File: config.mk
export PLATFORM = sky130hd
export DESIGN_NAME = hci_mem_mux_static_ctrl
export DESIGN_NICKNAME = d
export VERILOG_FILES = /design/src/rtl/hci_mem_mux_static_ctrl.sv
export SDC_FILE = /design/constraint.sdc
export NUM_CORES = 1
export LEC_CHECK = 0
export ABC_AREA = 1
export CAP_MARGIN = 10
export CORE_UTILIZATION = 32
export CTS_CLUSTER_SIZE = 10
export DETAILED_ROUTE_END_ITERATION = 10
export PLACE_DENSITY = 0.6
export SLEW_MARGIN = 20
export SYNTH_ARGS = -nofsm -noshare
export SYNTH_HDL_FRONTEND = slang
export SYNTH_SLANG_ARGS = --single-unit
File: constraint.sdc
create_clock -name clk_i -period 1.7 [get_ports clk_i]
set_input_delay 0.34 -clock clk_i [delete_from_list [all_inputs] [get_ports clk_i]]
set_output_delay 0.34 -clock clk_i [all_outputs]
set_load 0.02 [all_outputs]
File: src/rtl/hci_mem_mux_static_ctrl.sv
// Round-robin ownership controller for the static TCDM mux: one requester owns the port at a time,
// and sel_o is held until every read counted on the mux output has returned its r_valid.
module hci_mem_mux_static_ctrl #(
  parameter  int unsigned NB_CHAN         = 2,
  parameter  int unsigned MAX_OUTSTANDING = 4,
  localparam int unsigned SW              = $clog2(NB_CHAN-1)+1,
  localparam int unsigned CW              = $clog2(MAX_OUTSTANDING+1)
) (
  input  logic               clk_i,
  input  logic               rst_ni,
  input  logic               clear_i,
  input  logic [NB_CHAN-1:0] claim_i,
  input  logic               mon_req_i,
  input  logic               mon_gnt_i,
  input  logic               mon_wen_i,
  input  logic               mon_r_valid_i,
  output logic [SW-1:0]      sel_o,
  output logic [NB_CHAN-1:0] grant_o,
  output logic               busy_o,
  output logic               stall_o,
  output logic               err_o
);

  typedef enum logic [1:0] {IDLE, OWN, DRAIN} state_e;

  localparam logic [CW-1:0] CNT_MAX = CW'(MAX_OUTSTANDING);

  state_e        state_q, state_d;
  logic [SW-1:0] sel_q, sel_d;
  logic [SW-1:0] last_q, last_d;
  logic [CW-1:0] cnt_q, cnt_d;
  logic          err_q, err_d;

  logic          rd_cnt;
  logic          pick_vld;
  logic [SW-1:0] pick_idx;
  int            cand;

  // Outstanding-read tracking; a read and a response in the same cycle cancel out.
  always_comb begin
    rd_cnt = mon_req_i & mon_gnt_i & mon_wen_i;
    cnt_d  = cnt_q;
    err_d  = err_q;
    if (rd_cnt && !mon_r_valid_i) begin
      if (cnt_q == CNT_MAX) err_d = 1'b1;
      else                  cnt_d = cnt_q + CW'(1);
    end else if (!rd_cnt && mon_r_valid_i) begin
      if (cnt_q == '0) err_d = 1'b1;
      else             cnt_d = cnt_q - CW'(1);
    end
  end

  // First claiming channel after the previous owner, wrapping modulo NB_CHAN.
  always_comb begin
    pick_vld = 1'b0;
    pick_idx = '0;
    cand     = 0;
    for (int i = 1; i <= int'(NB_CHAN); i++) begin
      cand = (int'(last_q) + i) % int'(NB_CHAN);
      if (!pick_vld && claim_i[cand[SW-1:0]]) begin
        pick_vld = 1'b1;
        pick_idx = cand[SW-1:0];
      end
    end
  end

  always_comb begin
    state_d = state_q;
    sel_d   = sel_q;
    last_d  = last_q;
    case (state_q)
      IDLE: begin
        if (pick_vld) begin
          sel_d   = pick_idx;
          last_d  = pick_idx;
          state_d = OWN;
        end
      end
      OWN: begin
        if (!claim_i[sel_q]) state_d = (cnt_d == '0) ? IDLE : DRAIN;
      end
      DRAIN: begin
        if (cnt_d == '0) state_d = IDLE;
      end
      default: state_d = IDLE;
    endcase
  end

  always_ff @(posedge clk_i) begin
    if (!rst_ni || clear_i) begin
      state_q <= IDLE;
      sel_q   <= '0;
      last_q  <= SW'(NB_CHAN-1);
      cnt_q   <= '0;
      err_q   <= 1'b0;
    end else begin
      state_q <= state_d;
      sel_q   <= sel_d;
      last_q  <= last_d;
      cnt_q   <= cnt_d;
      err_q   <= err_d;
    end
  end

  always_comb begin
    grant_o = '0;
    if (state_q == OWN) grant_o[sel_q] = 1'b1;
  end

  assign sel_o   = sel_q;
  assign busy_o  = (state_q != IDLE);
  assign stall_o = (cnt_q == CNT_MAX);
  assign err_o   = err_q;

endmodule

After elaboration in Yosys (flattened, before gate mapping)

Index checks and enable logic that the tools add are counted.

Register bits after elaboration: 8
Bits in latches: 0
RAM bits: 0
ROM bits: 0
Bits of input ports: 9
Output and inout bits: 6
Logic and storage cells: 66
Memories kept: 0

$add $sub $neg: 4
Multipliers: 0
Divide/modulo/power cells: 0
Magnitude comparators: 4
Eq/ne operators: 7
Shift-type cells: 0
Mux-type cells: 26
Bitwise operators: 2
Reduce and logical (&&, ||, !) cells: 18

Operator list:

| kind                                                                  | number |
|---|---|
| 1-bit 2-to-1 mux                                                      | 15 |
| 3-bit 2-to-1 mux                                                      | 4 |
| 2-bit 2-to-1 mux                                                      | 5 |
| 2-bit != test, second input constant                                  | 4 |
| 3-bit zero test                                                       | 2 |
| 1-bit by 2-bit < comparator with 1-bit output, second input constant  | 3 |
| 2-bit one-hot mux with 3 select lines                                 | 1 |
| 3-bit AND reduction                                                   | 2 |
| 2-bit nonzero test                                                    | 3 |
| 1-bit logical AND                                                     | 4 |
| 1-bit zero test                                                       | 4 |
| 3-bit by 1-bit adder with 3-bit output, second input constant         | 1 |
| 3-bit equality test, second input constant                            | 1 |
| 3-bit by 1-bit subtractor with 3-bit output, second input constant    | 1 |
| 1-bit adder, second input constant                                    | 2 |
| 1-bit bitwise AND                                                     | 2 |
| 2-bit by 1-bit equality test with 1-bit output, second input constant | 1 |
| 2-bit equality test, second input constant                            | 1 |
| 2-bit zero test                                                       | 1 |
| 2-bit AND reduction                                                   | 1 |
| 1-bit demux with 1-bit select                                         | 1 |
| 1-bit greater-or-equal comparator, second input constant              | 1 |
| 1-bit logical OR                                                      | 1 |

Depth between registers and ports, before layout

Depth after elaboration: 10
Mapped depth: 11
Gate-level depth less buffers: 11

Worst setup path before layout

Ideal clock, no wire load.

Kind: input port to flip-flop
Start point: input port mon_req_i
End point: register state_q[1]
Library setup time: 0.111 ns
Data arrival time: 1.170 ns
Required time: 1.589 ns
Setup slack: 0.418 ns
Stages on the path: 11
Cell sequence: nand3_1 inv_1 ha_1 inv_1 nand3_2 nand2_1 nand2_1 nand2_2 nand2_1 nor2_1 nor2_1

Longest elaborated chain between the ends: 10

RTL lines:

| element                               | line   | text |
|---|---|---|
| from (decl)                           | 13     | `input logic mon_req_i,` |
| 1-bit bitwise AND * (2 in series)     | 41     | `rd_cnt = mon_req_i & mon_gnt_i & mon_wen_i;` |
| 1-bit zero test                       | 47     | `end else if (!rd_cnt && mon_r_valid_i) begin` |
| 1-bit logical AND                     | 47     |  |
| 3-bit 2-to-1 mux                      | 47     |  |
| 3-bit 2-to-1 mux *                    | 44     | `if (rd_cnt && !mon_r_valid_i) begin` |
| 3-bit zero test *                     | 80, 83 |  |
| 2-bit 2-to-1 mux (2 in series)        | 80     | `if (!claim_i[sel_q]) state_d = (cnt_d == '0) ? IDLE : DRAIN;` |
| 2-bit one-hot mux with 3 select lines | 71     | `case (state_q)` |
| to (signal assigned)                  | 97     | `state_q <= state_d;` |
| to (decl)                             | 28     | `state_e state_q, state_d;` |

Mark *: on every way between the ends. The rest lies on a longest branch, timed or not. The select of a mux whose other input is x is not followed.
A chain may end at the register's enable or synchronous reset.

Worst setup path in the final report

Start point: register cnt_q[0]
End point: output port stall_o

Longest elaborated chain between the ends: 1

RTL lines:

| element                | line | text |
|---|---|---|
| from (decl)            | 31   | `logic [CW-1:0] cnt_q, cnt_d;` |
| from (signal assigned) | 100  | `cnt_q <= cnt_d;` |
| 3-bit equality test    | 112  | `assign stall_o = (cnt_q == CNT_MAX);` |
| to (decl)              | 20   | `output logic stall_o,` |

Every way passes these cells.

==> metrics.json <==
{
  "run_status": "finished, final reports clean",
  "first_pass_grt_wire_length_um": 1860,
  "min-delay-path-class": "flop to flop",
  "mostFrequentLayoutCells": "22 x nand2_1, 17 x nor2_1, 15 x inv_1",
  "synthToLayoutAreaGrowth_pct": 41.8,
  "num-nets-final": 129,
  "ios": 15,
  "cts_buffers": 3,
  "max_freq_mhz": 635,
  "core_area_um2": 1580,
  "most_common_library_cell_in_the_layout_ignoring_fill_and_taps": "nand2_1",
  "rr_startpoint": "cnt_q[0]$_SDFF_PP0_",
  "critPathRequiredTime_ps": 1360,
  "ys_seq_area_share_pct": 28.4,
  "initial_utilization_pct": 35.7,
  "die-height_um": 43.9,
  "root_buffer_selected_by_cts": "clkbuf_4",
  "slowest_delay_ps": 340,
  "cpMaxStageDelayCell": "dfxtp_2",
  "worst_path_most_repeated_cell": "inv_1",
  "place_area_um2": 768,
  "clock-skew-final_ps": 4.26,
  "max-clock-path-buffers": 2,
  "timing.final.setup_violations": 0,
  "r2r.worst_path.cells": 11,
  "final.setup.worst_slack_ps": 125,
  "cts_tree": "built",
  "r2r_slack_ps": 330,
  "number_of_buffers_and_inverters_on_the_critical_path": 3,
  "hold_fix_buffers_cts": 0,
  "timing.critical_path.from_type": "flop",
  "synth_area_leader_cell": "dfxtp_1",
  "clk-insertion-delay-late_ps": 250,
  "final_core_util_pct": 50.6,
  "clkSinkCount": 8,
  "clk_transition_reported_paths_ps": 50,
  "critical_path.reg2reg.endpoint": "state_q[1]$_SDFFE_PP0P_",
  "finalCriticalPeriod_ps": 1570,
  "maxCapViolations": 0,
  "seq_cells_post_synth": 8,
  "num_rows": 14,
  "dpl_worst_slack_ps": -134,
  "synth.cell_area_um2": 563,
  "synthTopCellsByArea": "dfxtp_1 28%, nand2_1 15%, nor2_1 11%",
  "first_global_vias": 426,
  "arrival_ps": 1230,
  "yosys_warnings": 0,
  "powerDensity_nw_per_um2": 553,
  "detail-route-antenna-nets": 0,
  "synth_cells": 90,
  "hold_path.startpoint": "err_o$_SDFFE_PP0P_",
  "wirelength_um": 1130,
  "detailedRoute.firstPassIterationCount": 5,
  "grt_max_degree": 7,
  "timing.setup.tns_ps": 0,
  "synthesis.area_per_instance_um2": 6.26,
  "postSynthNetCount": 104,
  "grt_antenna_before_repair": 0,
  "antenna_cells_inserted": 0,
  "routabilityCongestion": 0.758,
  "min_delay_path_depth": 2,
  "vdd_ir_drop_max_v": 0.000347,
  "design_area_um2": 798,
  "finalHoldViolCount": 0,
  "worstMarginPinSlew_ps": 235,
  "groute.usage.overall_pct": 13.2,
  "whs_endpoint": "err_o$_SDFFE_PP0P_",
  "post_drt_via_cell_ratio": 4.53,
  "slew_viol_final": 0,
  "path_depth": 5,
  "die_x_um": 43.9,
  "htree_num_levels": 1,
  "static-leakage-power_nw": 0.424,
  "whs_ps": 452,
  "drt-initial-drc-count": 18,
  "synth_top_cell_area_share_pct": 28.4,
  "setup.worst_path.class": "flop to primary output",
  "vias": 584,
  "dieArea_um2": 1930,
  "critical_path.max_fanout": 3,
  "hpwlAfterDp_um": 944,
  "routedWlPerCell_um": 8.74,
  "grt-ovfl-total": 0,
  "post-route-drc-count": 0,
  "worst_path_dominant_cell_family": "buffers and inverters",
  "final.period_utilization_pct": 92.6,
  "synthDistinctLibCells": 15,
  "cell_chain_of_the_critical_path": "inv_1, ha_1, nand2_1, inv_1, clkdlybuf4s15_1",
  "layout_cells_sized_above_1_pct": 16.8,
  "slew_headroom_pct": 84.3,
  "crit_path_end_kind": "primary output",
  "portBuffers": 14
}
## power breakdown
group          total [mW]  leakage (nW)  internal [mW]  switching, mW
registers           0.200        0.0661          0.194        0.00514
clock network       0.141        0.0138         0.0805         0.0608
logic               0.101         0.344         0.0507         0.0500
total               0.442         0.424          0.326          0.116
## area by class of cell
class / count / area, µm²
multi-input cells: 66 / 345
well taps: 16 / 20.0
repair buffers: 20 / 188
fillers: 170 / 778
inverters: 16 / 60.1
flip-flops and latches: 8 / 163
clock buffers: 3 / 22.5
## state kept, by name, summed over array words and instances (netlist names)
name,flops
last_q,1
state_q,2
err_o,1
cnt_q,3
sel_o,1
## repair_timing
item,in CTS,in global routing
endpoints found under the setup margin,3,4
resized for setup,3,6
setup buffers,0,0
## worst register-to-register path, delay by kind of cell (launching register included)
kind / cells / cell delay, ps
adder cells (fa/ha/maj): 1 / 200
buffers and inverters: 2 / 190
flip-flops: 1 / 340
AND/OR/NAND/NOR: 8 / 550
## kinds of logic (layout without fill, tap and decap cells)
family | Yosys count | count (layout) | share of synthesized area (%)
buffers and inverters | 16 | 39 | 10.7
adder cells (fa/ha/maj) | 5 | 5 | 11.1
AND/OR/NAND/NOR | 56 | 56 | 45.3
flip-flops | 8 | 8 | 28.4
AO/OA/AOI/OAI | 5 | 5 | 4.44
## cell usage after synthesis, drive strengths merged
cell / instances
nor2: 18
nand3b: 1
nor3b: 2
ha: 5
inv: 16
a21oi: 3
dfxtp: 8
nand2: 26
nand3: 9
o21ai: 2
## layer usage
layer | up-vias | track usage [%] | wire length, µm | part of all wire, %
met5 | - | 0 | 0 | 0
met4 | 0 | 3.64 | 15 | 1.3
met3 | 2 | 5.00 | 40 | 3.5
met2 | 14 | 16.4 | 479 | 43
met1 | 245 | 20.7 | 591 | 52
li1 | 323 | - | - | -
## through the flow
stage          std cells  total power, mW
6_report             129            0.442
4_1_cts              129            0.450
3_3_place_gp         126            0.306
5_1_grt              129            0.480
3_5_place_dp         126            0.306
2_1_floorplan         90            0.258
## worst max path at each step
| stage | slack [ps] | startpoint | to |
|---|---|---|---|
| after floorplan | 420 | mon_req_i | state_q[1]$_SDFFE_PP0P_ |
| after global placement | -100 | mon_req_i | state_q[1]$_SDFFE_PP0P_ |
| after detailed placement | -130 | mon_wen_i | state_q[1]$_SDFFE_PP0P_ |
| after CTS | 20 | state_q[0]$_SDFFE_PP0P_ | busy_o |
| after global routing | -20 | mon_gnt_i | state_q[1]$_SDFFE_PP0P_ |
| final | 130 | cnt_q[0]$_SDFF_PP0_ | stall_o |
No activity file was read; power rests on OpenSTA's default activity.
